$ cat config.mk
export PLATFORM = sky130hd
export DESIGN_NAME = change_return_timer_flat
export DESIGN_NICKNAME = d
export VERILOG_FILES = /design/src/rtl/change_return_timer_if.sv /design/src/rtl/change_return_timer.sv /design/src/flat_wrapper.sv
export SDC_FILE = /design/constraint.sdc
export NUM_CORES = 1
export LEC_CHECK = 0
export ABC_AREA = 1
export BUFFER_PORTS_ARGS = -buffer_cell sky130_fd_sc_hd__buf_2
export CAP_MARGIN = 20
export CORE_MARGIN = 4
export CORE_UTILIZATION = 36
export CTS_BUF_LIST = sky130_fd_sc_hd__clkbuf_8
export DETAILED_ROUTE_END_ITERATION = 10
export PLACE_DENSITY_LB_ADDON = 0.25
export SLEW_MARGIN = 0
export SYNTH_ARGS = -nofsm -noshare
export SYNTH_HDL_FRONTEND = slang
export SYNTH_SLANG_ARGS = --single-unit
$ cat constraint.sdc
create_clock -name clk -period 10.1 [get_ports clk]
set_input_delay 1.515 -clock clk [delete_from_list [all_inputs] [get_ports clk]]
set_output_delay 1.515 -clock clk [all_outputs]
set_load 0.02 [all_outputs]
$ cat src/rtl/change_return_timer_if.sv
// Dispenser handshake bundle for change_return_timer.
// Ports: o_return_coin (one-hot or multi-hot coin), o_return_valid, i_disp_ready.
// The master is the change_return_timer. The slave is the coin dispenser.
interface change_return_timer_if #(
  parameter int NUM_COINS = 3
);
  logic [NUM_COINS-1:0] o_return_coin;
  logic                 o_return_valid;
  logic                 i_disp_ready;

  modport master (
    output o_return_coin,
    output o_return_valid,
    input  i_disp_ready
  );

  modport slave (
    input  o_return_coin,
    input  o_return_valid,
    output i_disp_ready
  );
endinterface

$ cat src/rtl/change_return_timer.sv
// change_return_timer: inactivity / return-request timer with greedy change dispensing.
//
// Ports:
//   clk, reset_n           clock; synchronous active-low reset
//   i_input_coin           one-hot coin insertion pulse (restarts the inactivity timer)
//   i_item_ok              purchase accepted (restarts the inactivity timer)
//   i_trigger_return       user return request; it is a level signal
//   i_current_total        balance held by the upstream total register
//   i_coin_value           flattened ascending coin values, coin k at [k*TOTAL_BITS +: TOTAL_BITS]
//   disp (master)          o_return_coin / o_return_valid / i_disp_ready dispenser handshake
//   o_sub_value            amount debited this cycle; nonzero only on a dispenser handshake
//   o_busy                 high while the return delay runs or change is dispensed
//   o_timeout              one-cycle pulse when the inactivity timer expires
//
// Optional build macro RETURN_BURST_EN:
//   - When defined, each handshake may carry one of every denomination that still fits.
//   - When undefined, each handshake carries exactly one coin.
module change_return_timer #(
  parameter int NUM_COINS    = 3,
  parameter int TOTAL_BITS   = 31,
  parameter int WAIT_CYCLES  = 10,
  parameter int RETURN_DELAY = 3
) (
  input  logic                            clk,
  input  logic                            reset_n,
  input  logic [NUM_COINS-1:0]            i_input_coin,
  input  logic                            i_item_ok,
  input  logic                            i_trigger_return,
  input  logic [TOTAL_BITS-1:0]           i_current_total,
  input  logic [NUM_COINS*TOTAL_BITS-1:0] i_coin_value,
  change_return_timer_if.master           disp,
  output logic [TOTAL_BITS-1:0]           o_sub_value,
  output logic                            o_busy,
  output logic                            o_timeout
);

  // The legal parameter ranges fit in these widths: WAIT_CYCLES < 2^16 and RETURN_DELAY < 2^8.
  localparam int WAIT_W = 16;
  localparam int DLY_W  = 8;

  localparam logic [WAIT_W-1:0] WAIT_INIT = WAIT_W'(WAIT_CYCLES);
  localparam logic [DLY_W-1:0]  DLY_LAST  = DLY_W'(RETURN_DELAY);

  typedef enum logic [1:0] {
    ST_IDLE,
    ST_COUNT,
    ST_DELAY,
    ST_RETURN
  } state_t;

  state_t                state_q,   state_d;
  logic [WAIT_W-1:0]     wait_q,    wait_d;
  logic [DLY_W-1:0]      dly_q,     dly_d;
  logic [TOTAL_BITS-1:0] rem_q,     rem_d;
  logic                  timeout_q, timeout_d;

  logic [TOTAL_BITS-1:0] coin_val [NUM_COINS];
  logic [NUM_COINS-1:0]  sel_coin;
  logic [TOTAL_BITS-1:0] sel_sum;
  logic                  coin_fits;
  logic                  activity;

  for (genvar g = 0; g < NUM_COINS; g++) begin : g_unpack
    assign coin_val[g] = i_coin_value[g*TOTAL_BITS +: TOTAL_BITS];
  end

  // Coin selection against the latched remaining amount.
  // Coin values are ascending, so coin 0 fitting is the same as "anything fits".
`ifdef RETURN_BURST_EN
  // Scan from the largest coin down. Take each coin that still fits the unclaimed
  // remainder. rem_q - sel_sum cannot underflow because sel_sum never exceeds rem_q.
  always_comb begin
    sel_coin = '0;
    sel_sum  = '0;
    for (int k = NUM_COINS - 1; k >= 0; k--) begin
      if (coin_val[k] <= rem_q - sel_sum) begin
        sel_coin[k] = 1'b1;
        sel_sum     = sel_sum + coin_val[k];
      end
    end
  end
`else
  // The largest fitting coin wins, so a later (higher) index overrides an earlier one.
  always_comb begin
    sel_coin = '0;
    sel_sum  = '0;
    for (int k = 0; k < NUM_COINS; k++) begin
      if (coin_val[k] <= rem_q) begin
        sel_coin    = '0;
        sel_coin[k] = 1'b1;
        sel_sum     = coin_val[k];
      end
    end
  end
`endif

  assign coin_fits = |sel_coin;
  assign activity  = (|i_input_coin) | i_item_ok;

  // State register and counters.
  always_ff @(posedge clk) begin
    if (!reset_n) begin
      state_q   <= ST_IDLE;
      wait_q    <= WAIT_INIT;
      dly_q     <= '0;
      rem_q     <= '0;
      timeout_q <= 1'b0;
    end else begin
      state_q   <= state_d;
      wait_q    <= wait_d;
      dly_q     <= dly_d;
      rem_q     <= rem_d;
      timeout_q <= timeout_d;
    end
  end

  // Next-state, counter updates and outputs.
  always_comb begin
    state_d             = state_q;
    wait_d              = wait_q;
    dly_d               = dly_q;
    rem_d               = rem_q;
    timeout_d           = 1'b0;
    o_busy              = 1'b0;
    disp.o_return_valid = 1'b0;
    disp.o_return_coin  = '0;
    o_sub_value         = '0;

    case (state_q)
      ST_IDLE: begin
        wait_d = WAIT_INIT;
        if (i_trigger_return) begin
          state_d = ST_DELAY;
          dly_d   = DLY_W'(1);
        end else if (i_current_total != '0) begin
          state_d = ST_COUNT;
        end
      end

      ST_COUNT: begin
        if (i_trigger_return) begin
          state_d = ST_DELAY;
          dly_d   = DLY_W'(1);
        end else if (i_current_total == '0) begin
          state_d = ST_IDLE;
          wait_d  = WAIT_INIT;
        end else if (activity) begin
          wait_d = WAIT_INIT;
        end else if (wait_q == WAIT_W'(1)) begin
          // Expiry: the pulse is registered, so it appears in the first RETURN cycle.
          state_d   = ST_RETURN;
          timeout_d = 1'b1;
          rem_d     = i_current_total;
          wait_d    = WAIT_INIT;
        end else begin
          wait_d = wait_q - WAIT_W'(1);
        end
      end

      ST_DELAY: begin
        o_busy = 1'b1;
        if (activity) begin
          wait_d = WAIT_INIT;
        end
        if (!i_trigger_return) begin
          // The request was withdrawn. Resume the inactivity timer from full.
          state_d = ST_COUNT;
          wait_d  = WAIT_INIT;
          dly_d   = '0;
        end else if (dly_q == DLY_LAST) begin
          state_d = ST_RETURN;
          rem_d   = i_current_total;
          dly_d   = '0;
        end else begin
          dly_d = dly_q + DLY_W'(1);
        end
      end

      ST_RETURN: begin
        o_busy              = 1'b1;
        wait_d              = WAIT_INIT;
        disp.o_return_valid = coin_fits;
        disp.o_return_coin  = sel_coin;
        if (!coin_fits) begin
          // Any residual below the smallest coin stays with the upstream total.
          state_d = ST_IDLE;
        end else if (disp.i_disp_ready) begin
          rem_d       = rem_q - sel_sum;
          o_sub_value = sel_sum;
        end
      end

      default: begin
        state_d = ST_IDLE;
        wait_d  = WAIT_INIT;
        dly_d   = '0;
      end
    endcase
  end

  assign o_timeout = timeout_q;

endmodule
$ cat src/flat_wrapper.sv
// flat-port wrapper written by rule: the top's interface ports become plain ports
module change_return_timer_flat 
#(
  parameter int NUM_COINS    = 3,
  parameter int TOTAL_BITS   = 31,
  parameter int WAIT_CYCLES  = 10,
  parameter int RETURN_DELAY = 3
)
  (clk, reset_n, i_input_coin, i_item_ok, i_trigger_return, i_current_total, i_coin_value, o_sub_value, o_busy, o_timeout, disp_o_return_coin, disp_o_return_valid, disp_i_disp_ready);
  change_return_timer_if #(.NUM_COINS(NUM_COINS)) disp_i ();
  input  logic clk;
  input  logic reset_n;
  input  logic [NUM_COINS-1:0] i_input_coin;
  input  logic i_item_ok;
  input  logic i_trigger_return;
  input  logic [TOTAL_BITS-1:0] i_current_total;
  input  logic [NUM_COINS*TOTAL_BITS-1:0] i_coin_value;
  output logic [TOTAL_BITS-1:0] o_sub_value;
  output logic o_busy;
  output logic o_timeout;
  output wire logic [$bits(disp_i.o_return_coin)-1:0] disp_o_return_coin;
  output wire logic [$bits(disp_i.o_return_valid)-1:0] disp_o_return_valid;
  input wire logic [$bits(disp_i.i_disp_ready)-1:0] disp_i_disp_ready;
  assign disp_o_return_coin = disp_i.o_return_coin;
  assign disp_o_return_valid = disp_i.o_return_valid;
  assign disp_i.i_disp_ready = disp_i_disp_ready;
  change_return_timer #(.NUM_COINS(NUM_COINS), .TOTAL_BITS(TOTAL_BITS), .WAIT_CYCLES(WAIT_CYCLES), .RETURN_DELAY(RETURN_DELAY)) u_core (.clk(clk), .reset_n(reset_n), .i_input_coin(i_input_coin), .i_item_ok(i_item_ok), .i_trigger_return(i_trigger_return), .i_current_total(i_current_total), .i_coin_value(i_coin_value), .disp(disp_i), .o_sub_value(o_sub_value), .o_busy(o_busy), .o_timeout(o_timeout));
endmodule
Word level (Yosys, flattened, before mapping)
Index checks and enable logic that the tools add are counted.
W data, S select, Z words.
- register bits after elaboration: 58
- bits in latches: 0
- RAM bits: 0
- bits in read-only memories: 0
- bits of input ports: 132
- output and inout port bits: 37
- word-level logic and storage cells: 92
- memories kept: 0
- $add $sub $neg: 3
- $mul: 0
- divide/modulo/power cells: 0
- order comparisons: 3
- equal/unequal tests: 20
- shifts and indexed selects: 0
- muxes and demuxes: 43
- bitwise logic cells: 3
- reductions and logical operators: 15
- operator list (operator ; number):
    $mux W31 ; 14
    $mux W16 ; 6
    $le A31 B31 Y1 ; 3
    $pmux W31 S3 ; 1
    $pmux W16 S3 ; 1
    $logic_not A31 Y1 ; 1
    $reduce_bool A31 Y1 ; 1
    $sub A31 B31 Y31 ; 1
    $mux W8 ; 3
    $mux W2 ; 10
    $eq A16 B1 Y1 const B ; 1
    $pmux W8 S2 ; 1
    $sub A16 B1 Y16 const B ; 1
    $ne A2 B2 Y1 const B ; 6
    $ne A3 B2 Y1 const B ; 3
    $reduce_and A9 Y1 ; 1
    $add A8 B1 Y8 const B ; 1
    $eq A8 B2 Y1 const B ; 1
    $ne A2 B1 Y1 const B ; 4
    $pmux W2 S4 ; 1
    $mux W3 ; 2
    $reduce_or A2 Y1 ; 3
    $reduce_or A3 Y1 ; 2
    $reduce_and A5 Y1 ; 1
    12 further kinds ; 18

Longest topological paths before layout
Gate-level depths: netlist of run 1.
- depth in word-level cells: 8
- gate-level depth with buffers: 33
- gate-level depth less buffers: 33

Worst setup path after synthesis of run 1
Ideal clock, no wire load.
- path kind: input port to flip-flop
- start: input port i_coin_value[72]
- end: register u_core.rem_q[22]
- setup time: 0.070 ns
- data arrival time: 4.780 ns
- data required time: 10.030 ns
- path slack: 5.250 ns
- cell stages on the path: 29
- cells stage by stage: ha_1 -> nand2_1 -> inv_1 -> nand3_1 -> nor3_1 -> nand2_1 -> nand2_1 -> nand2_1 -> nand2_1 -> nand2_2 -> inv_2 -> buf_2 -> o221ai_1 -> o21ai_0 -> inv_1 -> ha_1 -> fa_1 -> inv_1 -> nand2_1 -> o21ai_2 -> inv_1 -> o21ai_1 -> nand2_1 -> nand3_1 -> a21oi_1 -> o21bai_1 -> xor2_1 -> nand2_1 -> a21oi_1
- word-level cells in the longest chain between the ends: 6
- elaborated cells between the ends (all ways): 10
- RTL lines (item ; RTL line ; RTL):
    start, declared ; flat_wrapper.sv:17 ; input logic [NUM_COINS*TOTAL_BITS-1:0] i_coin_value;
    $le A31 B31 Y1 ; change_return_timer.sv:88 ; if (coin_val[k] <= rem_q) begin
    $mux W31 ; change_return_timer.sv:88 ;
    $sub A31 B31 Y31 ; change_return_timer.sv:188 ; rem_d = rem_q - sel_sum;
    $mux W31 ; change_return_timer.sv:187 ; end else if (disp.i_disp_ready) begin
    $mux W31 ; change_return_timer.sv:184 ; if (!coin_fits) begin
    $pmux W31 S3 ; change_return_timer.sv:129 ; case (state_q)
    end signal, assigned ; change_return_timer.sv:112 ; rem_q <= rem_d;
    end, declared ; change_return_timer.sv:54 ; logic [TOTAL_BITS-1:0] rem_q, rem_d;
Several ways; a longest one is shown, not always the timed one. The select of a mux whose other input is x is not followed.
A chain may end at the register's enable or synchronous reset.

Worst setup path in the final report of run 1
- start: input port i_coin_value[37]
- end: register u_core.rem_q[22]
- word-level cells in the longest chain between the ends: 7
- elaborated cells between the ends (all ways): 12
- RTL lines (item ; RTL line):
    $le A31 B31 Y1 ; change_return_timer.sv:88
    $mux W31 (2 in a row) ; change_return_timer.sv:88
    $sub A31 B31 Y31 ; change_return_timer.sv:188
    $mux W31 ; change_return_timer.sv:187
    $mux W31 ; change_return_timer.sv:184
    $pmux W31 S3 ; change_return_timer.sv:129
Several ways; a longest one is shown, not always the timed one. The select of a mux whose other input is x is not followed.

==> results.cfg, run 1 <==
[timing]
timing.slew.headroom = 0.289
hold_slack_ns = 0.495
rsz0062_at_grt = no
fin_crit_ns = 6.49
fin_crit_sh = 0.642
hold_viol_final = 0
finalSetupViolCount = 0
skew_ns = 0.0149
worst_pin_slew_ns = 1.06
timing.fmax_mhz = 154
finalSetupTns_ns = 0
slew_violations = 0

[finish]
fin_area_um2 = 9100
final_common_cell = nand2_1
final_cell_mix = 307 x nand2_1, 168 x buf_2, 140 x a21oi_1
fin_cells = 1700
final_nets = 1674
drive_gt1_frac = 0.162
syn2layout_area_growth_pct = 14.9
diodes = 0

[global_route]
grt_overflow = 0
grt_pass1_wl_mm = 44.1
first_global_vias = 8487
grtUsageTotal = 0.223
grt_start_max_net_pins = 43
antenna_found_initial = 3

[synthesis]
synth_cell_type_count = 57
synth-compound-area-share = 0.217
synth-edff-count = 0
synth_simple_gate_area_frac = 0.322
yosysWarnings = 0
synthAdderAreaFrac = 0.202
postSynth.asyncResetShare = 0
synth_flop_cell = dfxtp_1
synth.yosys.seq_area_share = 0.147
muxShareOfSynthArea = 0
synth_nets = 1530
synth.top_cells.by_area = ha_1 20%, dfxtp_1 15%, nand2_1 15%
synth_area_um2 = 7920
syn_inst = 1271
yosysTopAreaCellShare = 0.199
ys_seq_elements = 58
synth.avg_cell_area_um2 = 6.23
synth_top_cell_by_area = ha_1
synth-xor-area-share = 0.0210
synth_top_family_by_area = simple AND/OR/NAND/NOR gates

[cts]
clkSinkCount = 58
cts_setup_buffers = 0
clkLatencyLatePin_ns = 0.35
cts_buffers = 9
cts_max_level = 3
ctsResizeCount = 0
cts_buffer_depth = 2
tritoncts = built
cts-root-buf = clkbuf_8
path_clk_slew_ns = 0.07
postCtsHoldBufs = 0

[critical_path]
critPathMostFrequentCell = nand2_1
worst-path-max-fanout = 34
r2r-start = u_core.rem_q[30]
cp_num_buf_inv = 6
critPathKind = primary input to flip-flop
rr_endpoint = u_core.rem_q[22]
r2r_slack_ns = 4.39
critPathCaptureType = flip-flop
critPathSlowestCell = clkinv_2
max_stage_delay_ns = 0.63
cp.arrival_ns = 6.77
crit_required_ns = 10.38
crit_path_start_kind = primary input
cp_top_family = simple AND/OR/NAND/NOR gates
reg2reg_depth = 27

[placed_design]
dpl_cell_area_um2 = 8920
port_buffers = 168
place_congestion = 0.936
hpwlAfterDp_mm = 23.1
dp_cells = 1684

[floorplanning]
core_area_um2 = 21800
die_area_um2 = 24400
die_x_um = 156
ios = 169
start_util = 0.364
rows = 54
die_height_um = 156

[route]
drc = 0
drtIter0Drc = 576
wl_per_cell_um = 16.4
num_vias = 8985
via_per_inst = 5.29
wl_mm = 27.9
first_pass_iters = 5
ant_nets = 0

[min_path]
hold_start = u_core.rem_q[17]
hold_end = u_core.rem_q[17]
hold_depth = 2
hold_path.class = flip-flop to flip-flop

[job]
max-cap-violations = 0

[pwr]
p_leak_nw = 4.45
peakVddDrop_v = 0.0000547
power.total_mw = 1.23
powerDensity_nw_per_um2 = 135

[outcome]
status = finished clean
[registers in the layout, indices dropped and copies added, names as in the netlist]
| name | flops |
|---|---|
| u_core.dly_q | 8 |
| u_core.o_timeout | 1 |
| u_core.rem_q | 31 |
| u_core.state_q | 2 |
| u_core.wait_q | 16 |
[power by group]
part           internal (mW)  switching, mW  leakage (nW)
registers              0.248         0.0173         0.470
logic                  0.249          0.509          3.87
clock network          0.107          0.100         0.105
[metrics by stage]
| stage | setup slack (ns) | util |
|---|---|---|
| 3_5_place_dp | 3.37 | 0.410 |
| 6_report | 3.61 | 0.418 |
| 4_1_cts | 3.67 | 0.418 |
| 5_1_grt | 3.12 | 0.418 |
| 2_1_floorplan | 5.25 | - |
| 3_3_place_gp | 3.41 | 0.410 |
[worst max path at each step]
stage               cells after the start                to  slack (ns)        startpoint
floorplan                              29  u_core.rem_q[22]        5.25  i_coin_value[72]
global placement                       27  u_core.rem_q[22]        3.41  i_coin_value[37]
CTS                                    16   o_sub_value[12]        3.67  i_coin_value[72]
finish                                 30  u_core.rem_q[22]        3.61  i_coin_value[37]
detailed placement                     30  u_core.rem_q[22]        3.37  i_coin_value[37]
global route                           27  u_core.rem_q[22]        3.12  i_coin_value[37]
[area by class of cell]
type / instances / area (um^2)
clock buffer: 12 / 165
clock inverter: 4 / 17.5
tap: 280 / 350
timing repair buffer: 171 / 863
multi-input combinational: 1038 / 6030
inverter: 137 / 515
fill: 2378 / 12700
sequential: 58 / 1160
[logic make-up after synthesis]
| kind of cell | after synthesis |
|---|---|
| buffers and inverters | 175 |
| xor gates and xnor gates | 19 |
| DFF | 58 |
| AOI/OAI and AO/OA | 300 |
| adders and majority gates | 127 |
| and+or+nand+nor | 592 |
[cell usage after synthesis (3+ instances only)]
| master | n |
|---|---|
| a211oi_2 | 3 |
| a21o_1 | 13 |
| a21oi_1 | 140 |
| a31oi_1 | 16 |
| and3_1 | 3 |
| buf_2 | 13 |
| buf_4 | 3 |
| buf_6 | 6 |
| clkbuf_1 | 14 |
| dfxtp_1 | 58 |
| ha_1 | 126 |
| inv_1 | 130 |
| inv_2 | 5 |
| nand2_1 | 307 |
| nand2_2 | 5 |
| nand3_1 | 72 |
| nand3b_1 | 3 |
| nand4_1 | 13 |
| nor2_1 | 130 |
| nor2_2 | 4 |
| nor3_1 | 24 |
| nor3_2 | 4 |
| nor4_1 | 10 |
| o211ai_1 | 3 |
| o211ai_2 | 4 |
| o21a_1 | 3 |
| o21ai_0 | 74 |
| o21ai_1 | 21 |
| o21ai_2 | 3 |
| o221ai_1 | 3 |
| or2_2 | 6 |
| xnor2_1 | 9 |
| xor2_1 | 10 |
[tightest hold or removal path: cells and delay by family (launching register included)]
family / cells / cell delay [ns]
DFF: 1 / 0.33
and+or+nand+nor: 1 / 0.06
AOI/OAI and AO/OA: 1 / 0.06
[metal layers]
layer	vias to the layer above	global-route usage	part of all wire
met5	-	0	0.0018
met4	6	0.0471	0.016
met3	36	0.0351	0.076
met2	299	0.377	0.46
met1	4036	0.300	0.45
li1	4608	-	-
Power figures use the tool's default switching activity.
==> run 2, diff against run 1 <==
--- a/config.mk
+++ b/config.mk
@@ -5,7 +5,7 @@
 export SDC_FILE = /design/constraint.sdc
 export NUM_CORES = 1
 export LEC_CHECK = 0
-export ABC_AREA = 1
+export ABC_AREA = 0
 export BUFFER_PORTS_ARGS = -buffer_cell sky130_fd_sc_hd__buf_2
 export CAP_MARGIN = 20
 export CORE_MARGIN = 4
==> constraint.sdc (replaced) <==
create_clock -name clk -period 6.35 [get_ports clk]
set_input_delay 0.9525 -clock clk [delete_from_list [all_inputs] [get_ports clk]]
set_output_delay 0.9525 -clock clk [all_outputs]
set_load 0.02 [all_outputs]
==> run 2 against run 1 <==
  * Non-clock buffer count rose by 8
  * Combinational power increased by 20%
  * Synthesized area decreased by 8.6%
  * Total power grew 39%
  * Synthesized cell count decreased by 21%
  * Routed wire length down 12%
  * Sequential power is 53% higher
  * Clock-buffer cell count is 2 lower
  * Hold slack improved by 0.0050 ns
  * Sequential share of layout area grew 0.87 points
  * Sequential cell count stayed put
  * Critical path depth decreased by 9
  * Critical endpoint is now u_core.rem_q[30]
==> results.cfg, run 2 <==
[outcome]
status = finished clean

[global_route]
grt_start_max_net_pins = 65
first_global_vias = 7300
grt_pass1_wl_mm = 38.0
grtUsageTotal = 0.213
grt_overflow = 0
antenna_found_initial = 3

[floorplanning]
rows = 51
die_area_um2 = 22400
start_util = 0.369
die_height_um = 150
core_area_um2 = 19600
die_x_um = 150
ios = 169

[route]
wl_per_cell_um = 17.4
via_per_inst = 5.52
drc = 0
num_vias = 7821
ant_nets = 0
wl_mm = 24.7
first_pass_iters = 5
drtIter0Drc = 453

[pwr]
powerDensity_nw_per_um2 = 201
p_leak_nw = 3.76
sw_frac_of_total = 0.429
switchingPower_mw = 0.734
peakVddDrop_v = 0.000101
combPwrFrac = 0.532
power_frac_clock = 0.230
internal_power_mw = 0.977
power.total_mw = 1.71
power_frac_seq = 0.238

[timing]
fin_crit_sh = 0.871
rsz0062_at_grt = no
finalSetupTns_ns = 0
skew_ns = 0.0193
timing.fmax_mhz = 181
worst_pin_slew_ns = 0.694
hold_viol_final = 0
timing.slew.headroom = 0.538
finalSetupViolCount = 0
fin_crit_ns = 5.53
slew_violations = 0

[critical_path]
critPathCaptureType = flip-flop
worst-path-max-fanout = 16
r2r_slack_ns = 1.03
crit_path_cell_trace = buf_2 -> ha_1 -> a21o_1 -> a221o_1 -> a221oi_1 -> nand4_1 -> nand2_2 -> nor2_1 -> a21oi_1 -> inv_1 -> fa_1 -> nand2b_1 -> a21oi_1 -> o22ai_1 -> o221ai_1 -> a31o_2 -> a31oi_1 -> a21oi_1 -> xor2_1 -> mux2i_1 -> a21oi_1
max_stage_delay_ns = 0.51
critPathMostFrequentCell = a21oi_1
crit_required_ns = 6.58
cp_num_buf_inv = 2
crit_path_start_kind = primary input
cp.arrival_ns = 5.76
critPathKind = primary input to flip-flop
cp_top_family = compound AO/OA/AOI/OAI gates
critPathSlowestCell = a221oi_1

[finish]
final_nets = 1405
final_common_cell = buf_2
top_register = u_core.rem_q
drive_gt1_frac = 0.189
top_regs = u_core.rem_q (31), u_core.wait_q (16), u_core.dly_q (8)
syn2layout_area_growth_pct = 17.7
final_cell_mix = 168 x buf_2, 137 x nor2_1, 126 x ha_1
largest_reg_flops = 31

[cts]
cts-root-buf = clkbuf_8
postCtsHoldBufs = 0
ctsResizeCount = 0
cts_max_level = 3
tritoncts = built
clkSinkCount = 58
clkLatencyLatePin_ns = 0.36
path_clk_slew_ns = 0.08
cts_setup_buffers = 0
cts_buffer_depth = 2
cts_buffers = 9

[synthesis]
synth.top_cells.by_area = ha_1 22%, dfxtp_1 16%, a21oi_1 8.1%
synth_most_common_cell = nor2_1
ys_seq_elements = 58
ys_top_cells_by_count = 138 x nor2_1, 126 x ha_1, 117 x a21oi_1
synth.avg_cell_area_um2 = 7.25
synth_area_um2 = 7240
yosysWarnings = 0
synth.yosys.seq_area_share = 0.160
syn_inst = 999
synth_nets = 1258
synth_cell_type_count = 62
synth_top_cell_by_area = ha_1
synth_flop_cell = dfxtp_1
synth-edff-count = 0
postSynth.asyncResetShare = 0
yosysTopAreaCellShare = 0.218

[min_path]
hold_path.class = flip-flop to flip-flop

[job]
max-cap-violations = 0

[placed_design]
port_buffers = 168
place_congestion = 0.940
hpwlAfterDp_mm = 20.2
==> run 2: changes by cell type after synthesis, sizes merged, moves of 10 or more <==
| cell | previous run | this run |
|---|---|---|
| a311oi | 0 | 12 |
| o21ai | 98 | 61 |
| nand3 | 73 | 24 |
| inv | 135 | 51 |
| a211oi | 5 | 15 |
| buf | 24 | 10 |
| clkbuf | 14 | 33 |
| nand2 | 313 | 86 |
| nand4 | 14 | 26 |
| a22oi | 0 | 34 |
| a21oi | 141 | 117 |
| nand2b | 0 | 12 |
==> run 2: power groups by stage <==
stage / logic [mW] / clock network, mW / registers (mW)
2_1_floorplan: 0.667 / 0 / 0.404
3_3_place_gp: 0.897 / 0 / 0.414
3_5_place_dp: 0.897 / 0 / 0.414
4_1_cts: 0.904 / 0.402 / 0.405
5_1_grt: 1.02 / 0.421 / 0.409
6_report: 0.911 / 0.393 / 0.406
==> run 2: area by class of cell <==
| type | instances | area [um^2] |
|---|---|---|
| tap | 265 | 332 |
| inverter | 51 | 191 |
| timing repair buffer | 179 | 923 |
| antenna | 1 | 2.50 |
| fill | 2052 | 11100 |
| clock buffer | 10 | 138 |
| clock inverter | 6 | 81.3 |
| sequential | 58 | 1160 |
| multi-input combinational | 847 | 5690 |
==> run 2: logic make-up after synthesis <==
kind of cell,Yosys count,share of synthesized area
and+or+nand+nor,366,0.236
adders and majority gates,127,0.221
muxes,9,0.0124
buffers and inverters,94,0.0543
AOI/OAI and AO/OA,316,0.282
DFF,58,0.160
xor gates and xnor gates,29,0.0351
==> run 2: stage by stage <==
stage | instance area [um^2] | instances | utilization | hold slack (ns) | setup slack [ns]
4_1_cts | 8520 | 1416 | 0.435 | 0.505 | 0.883
5_1_grt | 8520 | 1417 | 0.435 | 0.536 | 0.537
2_1_floorplan | 7240 | 999 | - | 0.457 | 1.08
3_3_place_gp | 8300 | 1400 | 0.424 | 0.481 | 0.606
6_report | 8520 | 1417 | 0.435 | 0.500 | 0.822
3_5_place_dp | 8300 | 1400 | 0.424 | 0.493 | 0.494
==> run 2: routing by layer <==
metal / wire length [um] / track usage / up-vias
met5: 20 / 0 / -
met4: 455 / 0.0549 / 4
met3: 1600 / 0.0366 / 31
met2: 10500 / 0.326 / 256
met1: 12100 / 0.310 / 3536
li1: - / - / 3994
==> run 2: path summary, 6_finish.rpt <==
kind | to | cells past startpoint | startpoint
min reg2reg | u_core.wait_q[2] | 2 | u_core.wait_q[2]
max reg2reg | u_core.rem_q[30] | 21 | u_core.rem_q[24]
min | u_core.wait_q[2] | 2 | u_core.wait_q[2]
max | u_core.rem_q[30] | 21 | i_coin_value[86]
==> run 2: worst min-delay path, cell delays in order (launching register included) <==
cell and delay [ns]:
dfxtp_1 0.34, nand2_1 0.06, a21oi_1 0.05
==> run 3, diff against run 2 <==
--- a/config.mk
+++ b/config.mk
@@ -6,9 +6,9 @@
 export NUM_CORES = 1
 export LEC_CHECK = 0
 export ABC_AREA = 0
-export BUFFER_PORTS_ARGS = -buffer_cell sky130_fd_sc_hd__buf_2
+export BUFFER_PORTS_ARGS = -buffer_cell sky130_fd_sc_hd__buf_4
 export CAP_MARGIN = 20
-export CORE_MARGIN = 4
+export CORE_MARGIN = 2
 export CORE_UTILIZATION = 36
 export CTS_BUF_LIST = sky130_fd_sc_hd__clkbuf_8
 export DETAILED_ROUTE_END_ITERATION = 10
==> run 3 against run 2 <==
  * Non-clock buffer count stayed put
  * Sequential power is essentially flat
  * Highest routed layer is now met4
  * Total power down 5.5%
  * Critical path depth unchanged
  * Fmax down 2.7%
  * Sequential cell count stayed put
  * Clock skew fell by 0.0070 ns
  * Sequential share of layout area is 0.52 points lower
  * Via count rose by 1.3%
  * Critical path type unchanged
  * Die area is 5.3% lower
  * Largest power group unchanged
==> results.cfg, run 3 (same netlist as run 2, synthesis figures left out) <==
[job]
max-cap-violations = 0

[finish]
regArea_um2 = 1160
nFillCells = 2034
final_common_cell = buf_4
top_regs = u_core.rem_q (31), u_core.wait_q (16), u_core.dly_q (8)
fin_util = 0.452
largest_reg_flops = 31
diodes = 0
syn2layout_area_growth_pct = 22.4
fin_cells = 1413
top_register = u_core.rem_q
drive_gt1_frac = 0.186
multiInputGateArea_um2 = 5690
final_cell_mix = 179 x buf_4, 137 x nor2_1, 126 x ha_1
final_nets = 1405

[pwr]
peakVddDrop_v = 0.000105
powerDensity_nw_per_um2 = 182
p_leak_nw = 3.85

[placed_design]
hpwlAfterDp_mm = 20.1
place_congestion = 0.903
port_buffers = 168
dp_slack_ns = 0.347
dp_cells = 1400

[route]
drtIter0Drc = 587
drc = 0
ant_nets = 0
via_per_inst = 5.61
num_vias = 7923
wl_per_cell_um = 17.1
wl_mm = 24.1
first_pass_iters = 5

[timing]
finalSetupViolCount = 0
worst_pin_slew_ns = 0.683
fin_crit_ns = 5.68
fin_crit_sh = 0.895
finalSetupTns_ns = 0
final.setup.worst_slack_ns = 0.666
rsz0062_at_grt = no
timing.slew.headroom = 0.545
skew_ns = 0.0123
slew_violations = 0
hold_viol_final = 0
timing.fmax_mhz = 176

[critical_path]
critPathCaptureType = flip-flop
worst-path-max-fanout = 18
crit_required_ns = 6.56
cp.arrival_ns = 5.89
critPathKind = primary input to flip-flop
crit_path_start_kind = primary input

[cts]
cts_buffer_depth = 2
ctsResizeCount = 0
postCtsHoldBufs = 0
cts_buffers = 9
clkLatencyLatePin_ns = 0.34
tritoncts = built
cts-root-buf = clkbuf_8
clkSinkCount = 58
cts_setup_buffers = 0
cts_max_level = 3
path_clk_slew_ns = 0.07

[floorplanning]
start_util = 0.369
core_area_um2 = 19600
ios = 169
rows = 51
die_area_um2 = 21300
die_height_um = 146
die_x_um = 146

[global_route]
grt_start_max_net_pins = 65
grt_overflow = 0
grtUsageTotal = 0.221
grt_pass1_wl_mm = 38.3
antenna_found_initial = 0
first_global_vias = 7317

[outcome]
status = finished clean

[min_path]
hold_path.class = flip-flop to flip-flop
-- run 3: cell count changes in the layout (fill, tap and decap cells not counted), sizes merged --
cell      delta
clkinv       -1
diode        -1
clkinvlp     -1
bufinv       -2
inv          +2
clkbuf       -1
-- run 3: power by group --
| group | switching (mW) | total, mW | internal (mW) |
|---|---|---|---|
| logic | 0.548 | 0.935 | 0.387 |
| registers | 0.0227 | 0.407 | 0.384 |
| clock network | 0.145 | 0.275 | 0.130 |
| total | 0.715 | 1.62 | 0.901 |
-- run 3: worst paths after layout --
path	from	endpoint	slack [ns]	depth (start not counted)
max	i_coin_value[86]	u_core.rem_q[30]	0.67	21
min	u_core.wait_q[2]	u_core.wait_q[2]	0.50	2
max reg2reg	u_core.rem_q[24]	u_core.rem_q[30]	0.86	21
min reg2reg	u_core.wait_q[2]	u_core.wait_q[2]	0.50	2
-- run 3: stage by stage --
stage / hold WS, ns / total power, mW / instance area [um^2]
after global placement: 0.480 / 1.33 / 8720
final: 0.500 / 1.62 / 8860
after CTS: 0.501 / 1.61 / 8860
after detailed placement: 0.490 / 1.33 / 8720
after global routing: 0.527 / 1.75 / 8860
after floorplan: 0.457 / 1.07 / 7240
-- run 3: metal layers --
metal	vias to the layer above	GRT usage	part of all wire
met5	-	0	0
li1	3984	-	-
met4	0	0.0534	0.016
met2	324	0.334	0.42
met1	3590	0.329	0.48
met3	25	0.0332	0.079
-- run 3: layout make-up --
class                   count  share of cell area
well taps                 265              0.0374
clock buffers               9              0.0140
flip-flops and latches     58               0.131
inverters                  51              0.0216
repair buffers            179               0.152
multi-input cells         847               0.642
clock inverters             4             0.00184
-- run 3: critical path, stage by stage --
cell	delay, ns
buf_4	0.11
ha_1	0.31
a21o_1	0.16
a221o_1	0.33
a221oi_1	0.49
nand4_1	0.21
nand2_2	0.31
nor2_1	0.09
a21oi_1	0.32
inv_1	0.11
fa_1	0.41
nand2b_1	0.19
a21oi_1	0.27
o22ai_1	0.23
o221ai_1	0.34
a31o_2	0.26
a31oi_1	0.10
a21oi_1	0.22
xor2_1	0.20
mux2i_1	0.19
a21oi_1	0.08
